[src/rtl/uart_pkg.sv]
// Shared types for the UART receive path: parity mode and receiver FSM states.
package uart_pkg;

    typedef enum logic [1:0] {
        PAR_NONE,
        PAR_EVEN,
        PAR_ODD
    } parity_e;

    typedef enum logic [1:0] {
        IDLE,
        DATA,
        PAR,
        STOP
    } rx_state_e;

endpackage

[src/rtl/bit_capture_reg.sv]
// Register whose bits are written one at a time by index; untouched bits keep their value.
module bit_capture_reg #(
    parameter int W = 8
) (
    input  logic                 clk,
    input  logic                 rst,
    input  logic                 load,
    input  logic [$clog2(W)-1:0] idx,
    input  logic                 din,
    output logic [W-1:0]         q
);

    always_ff @(posedge clk) begin
        if (rst) begin
            q <= '0;
        end else if (load) begin
            q[idx] <= din;
        end
    end

endmodule

[src/rtl/uart_rx_deser.sv]
// UART frame deserialiser: samples start/data/parity/stop at baud strobes and
// hands each finished word to a valid/ready consumer with error and overrun flags.
module uart_rx_deser
    import uart_pkg::*;
#(
    parameter int      DATA_W    = 8,
    parameter parity_e PARITY    = PAR_NONE,
    parameter bit      MSB_FIRST = 1'b0
) (
    input  logic              clk,
    input  logic              rst,
    input  logic              sample_en,
    input  logic              uart_rx,
    input  logic              ready,
    output logic [DATA_W-1:0] data,
    output logic              valid,
    output logic              parity_err,
    output logic              frame_err,
    output logic              overrun
);

    localparam int              CNT_W    = $clog2(DATA_W);
    localparam logic [CNT_W-1:0] LAST_IDX = CNT_W'(DATA_W - 1);

    rx_state_e         state;
    logic [CNT_W-1:0]  count;
    logic [CNT_W-1:0]  bit_idx;
    logic [DATA_W-1:0] buf_q;
    logic              par_bad;
    logic              par_calc;
    logic              buf_clear;
    logic              buf_load;
    logic              commit;

    assign bit_idx   = MSB_FIRST ? (LAST_IDX - count) : count;
    assign buf_clear = sample_en && (state == IDLE) && !uart_rx;
    assign buf_load  = sample_en && (state == DATA);
    assign commit    = sample_en && (state == STOP);
    assign par_calc  = (^buf_q) ^ uart_rx;

    // A detected start bit wipes the capture buffer through its own reset input.
    bit_capture_reg #(
        .W(DATA_W)
    ) u_capture (
        .clk  (clk),
        .rst  (rst || buf_clear),
        .load (buf_load),
        .idx  (bit_idx),
        .din  (uart_rx),
        .q    (buf_q)
    );

    always_ff @(posedge clk) begin
        if (rst) begin
            state      <= IDLE;
            count      <= '0;
            par_bad    <= 1'b0;
            data       <= '0;
            valid      <= 1'b0;
            parity_err <= 1'b0;
            frame_err  <= 1'b0;
            overrun    <= 1'b0;
        end else begin
            if (sample_en) begin
                unique case (state)
                    IDLE: begin
                        if (!uart_rx) begin
                            state   <= DATA;
                            count   <= '0;
                            par_bad <= 1'b0;
                        end
                    end
                    DATA: begin
                        count <= count + 1'b1;
                        if (count == LAST_IDX) begin
                            state <= (PARITY != PAR_NONE) ? PAR : STOP;
                        end
                    end
                    PAR: begin
                        par_bad <= (PARITY == PAR_EVEN) ? par_calc : ~par_calc;
                        state   <= STOP;
                    end
                    STOP: begin
                        state <= IDLE;
                    end
                    default: begin
                        state <= IDLE;
                    end
                endcase
            end

            // A commit in the same cycle as an accept wins, and the old word counts as taken.
            if (valid && ready) begin
                valid      <= 1'b0;
                parity_err <= 1'b0;
                frame_err  <= 1'b0;
                overrun    <= 1'b0;
            end
            if (commit) begin
                data       <= buf_q;
                valid      <= 1'b1;
                parity_err <= par_bad;
                frame_err  <= ~uart_rx;
                overrun    <= valid && !ready;
            end
        end
    end

endmodule

[config.mk]
export PLATFORM = sky130hd
export DESIGN_NAME = uart_rx_deser
export DESIGN_NICKNAME = d
export VERILOG_FILES = /design/src/rtl/uart_pkg.sv /design/src/rtl/bit_capture_reg.sv /design/src/rtl/uart_rx_deser.sv
export SDC_FILE = /design/constraint.sdc
export NUM_CORES = 1
export LEC_CHECK = 0
export CAP_MARGIN = 20
export CORE_ASPECT_RATIO = 1.75
export CORE_MARGIN = 2
export CORE_UTILIZATION = 30
export CTS_BUF_LIST = sky130_fd_sc_hd__clkbuf_16
export DETAILED_ROUTE_END_ITERATION = 8
export SLEW_MARGIN = 40
export SYNTH_ARGS = -nofsm -noshare
export SYNTH_HDL_FRONTEND = slang
export SYNTH_HIERARCHICAL = 1
export SYNTH_SLANG_ARGS = --single-unit
[constraint.sdc]
create_clock -name clk -period 1.9 [get_ports clk]
set_input_delay 0.19 -clock clk [delete_from_list [all_inputs] [get_ports clk]]
set_output_delay 0.19 -clock clk [all_outputs]
set_load 0.01 [all_outputs]
Word level (Yosys, flattened, before mapping). Cells that the tools add are included.

Bits in read-only memories: 0. RAM bits: 0. Output and inout port bits: 12. Register bits: 26. Memories: 0. Latch bits: 0.

Eq/ne operators: 6. $lt $le $gt $ge: 2. Bitwise operators: 3. Div/mod/pow operators: 0. Reduce and logical (&&, ||, !) cells: 18. Add/subtract/negate cells: 1. Shift-type cells: 0. Mux-type cells: 15. Multiply operators: 0.

Operators by type and width (number): $reduce_and A3 Y1 (3); $bwmux W8 (1); $pmux W2 S4 (1); $reduce_xor A8 Y1 (1); $logic_and A1 B1 Y1 (7); $mux W1 (7); $pmux W3 S2 (1); $reduce_bool A2 Y1 (3); $eq A2 B2 Y1 const B (2); $lt A3 B4 Y1 const B (1); $mux W2 (2); $add A3 B1 Y3 const B (1); $demux W1 S3 (1); $eq A3 B3 Y1 const B (1); $ge A3 B1 Y1 const B (1); $mux W3 (1); $eq A2 B1 Y1 const B (1); $logic_not A1 Y1 (2); $logic_not A2 Y1 (1); $ne A2 B1 Y1 const B (1); $ne A2 B2 Y1 const B (1); $not A1 Y1 (2); $pmux W1 S2 (1); $logic_or A1 B1 Y1 (1); $xor A1 B1 Y1 (1).

Depth between registers and ports, before layout. Gate-level depths: netlist of run 1.

Word-level depth: 5. Gate-level depth with buffers: 6. Depth with buffers taken out: 6.

By module. Netlist of run 1, hierarchy kept.

By module, submodules not included: uart_rx_deser (cells an instance 95, area each 835.8 um^2, seq. area each 360.3 um^2, instances 1); bit_capture_reg (cells an instance 34, area each 386.6 um^2, seq. area each 160.2 um^2, instances 1).

Worst setup path before layout of run 1. Ideal clock, no wire load.

Path type: reg-to-reg. From: register state[0]. To: register count[1] (netlist: bit_idx[1]). Path slack: 505 ps. Path buffers: 0. Period minus slack after synthesis: 1395 ps. Library setup time: 128 ps. Data arrival time: 1267 ps. Cell stages (with the launch flop): 7. Required time: 1772 ps. Cells stage by stage: dfxtp_1 > inv_1 > ha_1 > a21boi_2 > o21ai_0 > a32oi_1 > nor2_1.

Longest elaborated chain between the ends: 3. Elaborated cells on any way between the ends: 6.

Ends and longest elaborated chain: start, declared (RTL line uart_rx_deser.sv:25) `rx_state_e state;`; start signal, assigned (RTL line uart_rx_deser.sv:76) `state <= (PARITY != PAR_NONE) ? PAR : STOP;`; $eq A2 B1 Y1 or $logic_not A2 Y1 (tied branches) (RTL line uart_rx_deser.sv:65) `unique case (state)`; $reduce_bool A2 Y1 (no source line) or $ne A2 B2 Y1 (tied branches); $reduce_and A3 Y1 (no source line); end signal, assigned (RTL line uart_rx_deser.sv:74) `count <= count + 1'b1;`; end, declared (RTL line uart_rx_deser.sv:26) `logic [CNT_W-1:0] count;`.

Parallel ways exist; a longest one is shown, timed or not. A chain may end at the register's enable or synchronous reset.

Worst setup path after layout of run 1.
From: register state[0]. To: register count[2] (netlist: bit_idx[2]).

Same word-level chain as after synthesis.

==> results of run 1 <==
[final timing paths]
| kind | from | endpoint | slack (ns) | cells past startpoint |
|---|---|---|---|---|
| setup / recovery | state[0]$_SDFFE_PP0P_ | bit_idx[2]$_SDFFE_PP0P_ | 0.32 | 6 |
| setup reg to reg | state[0]$_SDFFE_PP0P_ | bit_idx[2]$_SDFFE_PP0P_ | 0.32 | 6 |
| hold reg to reg | data[2]$_SDFFE_PP0P_ | data[2]$_SDFFE_PP0P_ | 0.45 | 2 |
| hold / removal | data[2]$_SDFFE_PP0P_ | data[2]$_SDFFE_PP0P_ | 0.45 | 2 |
[flip-flops by register name, summed over array words and instances, names as in the netlist]
register     count
frame_err        1
overrun          1
data             8
bit_idx          3
parity_err       1
par_bad          1
u_capture/q      8
state            2
valid            1
[power by group]
group	total (uW)	switching, uW	internal (uW)
registers	558	6.84	551
logic	82.5	44.9	37.6
clock network	453	174	279
[cells by family after synthesis]
family	count (synthesis)	synth area share, %
multiplexers	9	7.37
AO/OA/AOI/OAI	23	12.3
flip-flops	26	42.6
XOR/XNOR	7	6.14
buffers and inverters	9	2.97
adder cells (fa/ha/maj)	6	6.14
AND/OR/NAND/NOR	49	22.5
[metrics by stage]
step	total power (uW)	utilization [%]	hold slack, ns	cell area [sq um]
after floorplan	627	-	0.306	1220
after global placement	650	36.9	0.442	1440
after detailed placement	653	36.9	0.446	1440
after CTS	1110	38.8	0.454	1520
after global routing	1140	38.8	0.475	1520
final	1090	38.8	0.452	1520
[placed cells by master (no fill, tap or decap), types with 2 or more instances in the layout]
master           instances
nand2b_1                10
clkbuf_16                3
xnor2_1                  5
nand4b_1                 3
clkdlybuf4s50_1         16
a22oi_1                  2
inv_1                    5
and2_1                   2
mux2i_1                  9
buf_4                    2
dfxtp_1                 26
ha_1                     6
a21oi_1                 12
nor2_1                   5
nand2_1                 22
and4bb_1                 3
a32oi_1                  2
[routing by layer]
| metal | part of all wire [%] | GRT usage [%] | vias to the layer above |
|---|---|---|---|
| li1 | - | - | 478 |
| met1 | 40 | 12.6 | 424 |
| met2 | 55 | 20.5 | 13 |
| met3 | 2.2 | 1.52 | 6 |
| met4 | 3.0 | 7.69 | 0 |
| met5 | 0 | 0 | - |
[critical path, stage by stage (launching register included)]
cell and delay (ns):
dfxtp_1 0.38, inv_1 0.09, ha_1 0.24, a21boi_2 0.30, o21ai_0 0.22, a32oi_1 0.19, nor2_1 0.06
[final cells by class]
class | count | area share, %
Multi-Input combinational cell | 94 | 43.9
Clock buffer | 3 | 4.95
Timing Repair Buffer | 18 | 11.6
Tap cell | 48 | 3.96
Sequential cell | 26 | 34.4
Inverter | 5 | 1.24
==> run metrics, run 1 <==
pin count of the biggest net entering global routing 19; Antenna Diode Count 0; storage element area 520 sq um; max-cap viol count 0; count leader, synth dfxtp_1; area leader, netlist dfxtp_1; post-cts gate resize count 0; DR iter-0 viols 4; setup ws final 0.321 ns; final count of pins violating max slew 0; syn_nets 140; Total Routing Usage GR 11.6%; Ports 17; register area share after synthesis 42.6%; Clock Sinks 26; Critical Path Fanout Max 7; Tightest Pin Transition 0.334 ns; part of the cycle the worst path needs 83.1%; Cell variety after synth 29; CP startpoint kind register; Hold Vio Cnt, Final 0; gr ovfl total 0; Setup WS pre-CTS 0.176 ns; initial antenna violation count 0; fmax 633 MHz; max_slew headroom 77.6%; Layout area overhead 24.0%; asr flop ratio synth 0%; Final nets 159; Layout Cells excl Fill 194; Cells after Synth 129; Seq cells post-synth 26; CTS tree done; maximum VDD drop 394 uV; unrepaired setup endpoints after global routing no; share of layout cells above drive strength 1 5.48%; fillers 395; Starting Density 31.3%; ys flop type dfxtp_1; Longest Clk Path Bufs 2; Setup Buffers After CTS 0; setup TNS 0 ns; DIE WIDTH 52.3 um; type of the worst setup path reg2reg; LEAKAGE 0.000560 uW; root buffer cell clkbuf_16; worst hold-check path type reg2reg; DRC violations left 0; Multi-input gate area 666 sq um; Clock Latency Late Sink 0.26 ns; wire length of the first global-routing pass 4.00 mm; RePlAce Congestion 0.792; Vias 921; CTS buffer count 3; H-tree depth 1; number of global-route vias before repair 885; PortBufs 16; synthesized area per cell 9.48 sq um; CP arrival 1.73 ns; post-detail-place hpwl 1.78 mm; CTS Hold Bufs 0; top area cells in the synthesized netlist dfxtp_1 (43%), mux2i_1 (7.4%), nand2_1 (6.8%), ha_1 (6.1%), nand2b_1 (5.1%); synthesized area 1220 sq um; critical path capture point type register; WL/cell 11.7 um; CP required 2.05 ns; power density cells 721 nW/um^2; die area 4620 sq um; status completed; Cell Count Post-Placement 191; Post-synth EDFFs 0; Die H 88.4 um; synth warn 6; Rows 30; total wire length 2.28 mm; Tmin final 1.58 ns; # setup viols final 0; most instantiated cells after synthesis dfxtp_1 (26), nand2_1 (22), a21oi_1 (12); Worst-path clk slew 0.06 ns; via/cell ratio 4.75; Yosys top cell area share 42.6%; post-route ant nets 0; clk_skew 0.00321 ns; first drt pass iteration count 4; core area 3900 sq um
(Power assumes the default switching activity.)
==> run 2: changes to the inputs <==
==> constraint.sdc (replaced) <==
create_clock -name clk -period 1.5 [get_ports clk]
set_input_delay 0.15 -clock clk [delete_from_list [all_inputs] [get_ports clk]]
set_output_delay 0.15 -clock clk [all_outputs]
set_load 0.01 [all_outputs]
==> run metrics, run 2 (synthesized netlist as in run 1, its figures left out) <==
Tightest Pin Transition 0.344 ns; clk_skew 0.00451 ns; via/cell ratio 4.79; final count of pins violating max slew 0; root buffer cell clkbuf_16; max_slew headroom 77.0%; CP Depth 6; commonest non-fill, non-tap cell in the layout dfxtp_1; Min-Delay Endpoint data[2]$_SDFFE_PP0P_; CP required 1.69 ns; CP max stage delay 0.36 ns; DIE WIDTH 52.3 um; Vias 981; Clock Latency Late Sink 0.26 ns; pin count of the biggest net entering global routing 19; share of layout cells above drive strength 1 14.0%; Register-to-Register Path Depth 6; gr ovfl total 0; Rows 30; WL/cell 12.5 um; DRC violations left 0; R2R setup slack 0.08 ns; worst hold-check path type reg2reg; PortBufs 16; Critical Path Fanout Max 8; unrepaired setup endpoints after global routing yes; maximum VDD drop 554 uV; part of the cycle the worst path needs 94.4%; Hold Vio Cnt, Final 0; RePlAce Congestion 0.798; LEAKAGE 0.000627 uW; CP arrival 1.60 ns; setup TNS 0 ns; H-tree depth 1; wire length of the first global-routing pass 4.31 mm; Layout area overhead 33.4%; CTS tree done; most frequent cells in the layout dfxtp_1 (25), nand2_1 (22), clkdlybuf4s50_1 (16); power density cells 881 nW/um^2; post-detail-place hpwl 1.98 mm; number of global-route vias before repair 958; DR iter-0 viols 11; FF-to-FF End u_capture/q[5]$_SDFFE_PP0P_; max-cap viol count 0; Cell Count Post-Placement 200; type of the worst setup path reg2reg; Tmin final 1.42 ns; CTS Hold Bufs 0; Buf+Inv Stages, Crit Path 2; Final nets 169; worst hold slack 0.452 ns; hold path depth 2; Worst-path clk slew 0.06 ns; initial antenna violation count 0; Die H 88.4 um; Antenna Diode Count 0; total wire length 2.57 mm; fmax 707 MHz; hold_sp data[2]$_SDFFE_PP0P_; Total Routing Usage GR 12.7%; status completed; Clock Sinks 26; Longest Clk Path Bufs 2; # setup viols final 0; Ports 17; R2R Path Start state[0]$_SDFFE_PP0P_; die area 4620 sq um; post-route ant nets 0; core area 3900 sq um; Starting Density 31.3%; CTS buffer count 3; critical path capture point type register; Crit path max-delay family flip-flops; slowest cell on the critical path dfxtp_2; CP startpoint kind register; cell-by-cell trace of the critical path inv_1 -> ha_2 -> a31o_4 -> buf_4 -> nand2b_1 -> mux2i_1; Layout Cells excl Fill 205; first drt pass iteration count 2
-- run 2: how the worst max path moves through the flow --
stage / start / to
floorplan: state[0]$_SDFFE_PP0P_ / bit_idx[1]$_SDFFE_PP0P_
CTS: state[0]$_SDFFE_PP0P_ / u_capture/q[5]$_SDFFE_PP0P_
global route: state[0]$_SDFFE_PP0P_ / u_capture/q[6]$_SDFFE_PP0P_
global placement: uart_rx / par_bad$_SDFFE_PP0P_
finish: state[0]$_SDFFE_PP0P_ / u_capture/q[5]$_SDFFE_PP0P_
detailed placement: sample_en / u_capture/q[0]$_SDFFE_PP0P_
-- run 2: layout make-up --
class | count | area (sq um)
Inverter | 5 | 18.8
Multi-Input combinational cell | 94 | 701
Fill cell | 395 | 2270
Clock inverter | 1 | 3.75
Sequential cell | 26 | 522
Timing Repair Buffer | 28 | 250
Clock buffer | 3 | 75.1
Tap cell | 48 | 60.1
-- run 2: repair_timing --
item                                    CTS  global route
resized for setup                         4             4
endpoints found under the setup margin   10            13
pin swaps                                 1             1
buffers inserted                          1             0
-- run 2: metrics by stage --
| step | setup WS, ns | util [%] | total power [uW] | instance area, sq um |
|---|---|---|---|---|
| finish | 0.0847 | 41.8 | 1440 | 1630 |
| global route | 0.00345 | 41.8 | 1490 | 1630 |
| CTS | 0.0278 | 41.1 | 1440 | 1600 |
| detailed placement | -0.103 | 38.6 | 847 | 1510 |
| global placement | -0.0558 | 38.6 | 841 | 1510 |
| floorplan | 0.105 | - | 794 | 1220 |
-- run 2: metal layers --
metal / wire [um] / part of all wire, % / global-route usage [%] / up-vias
met5: 0 / 0 / 0 / -
li1: - / - / - / 503
met4: 51 / 2.0 / 6.29 / 0
met3: 60 / 2.3 / 2.03 / 4
met2: 1500 / 58 / 24.5 / 12
met1: 958 / 37 / 12.6 / 462
-- run 2: worst min-delay path, stage by stage, from the launching register on --
cell	delay [ns]
dfxtp_1	0.31
nand2_1	0.05
a21oi_1	0.05
-- run 2: power by group --
part	switching (uW)	internal, uW
combinational	70.7	73.9
sequential	5.66	698
clock	232	357
total	308	1130
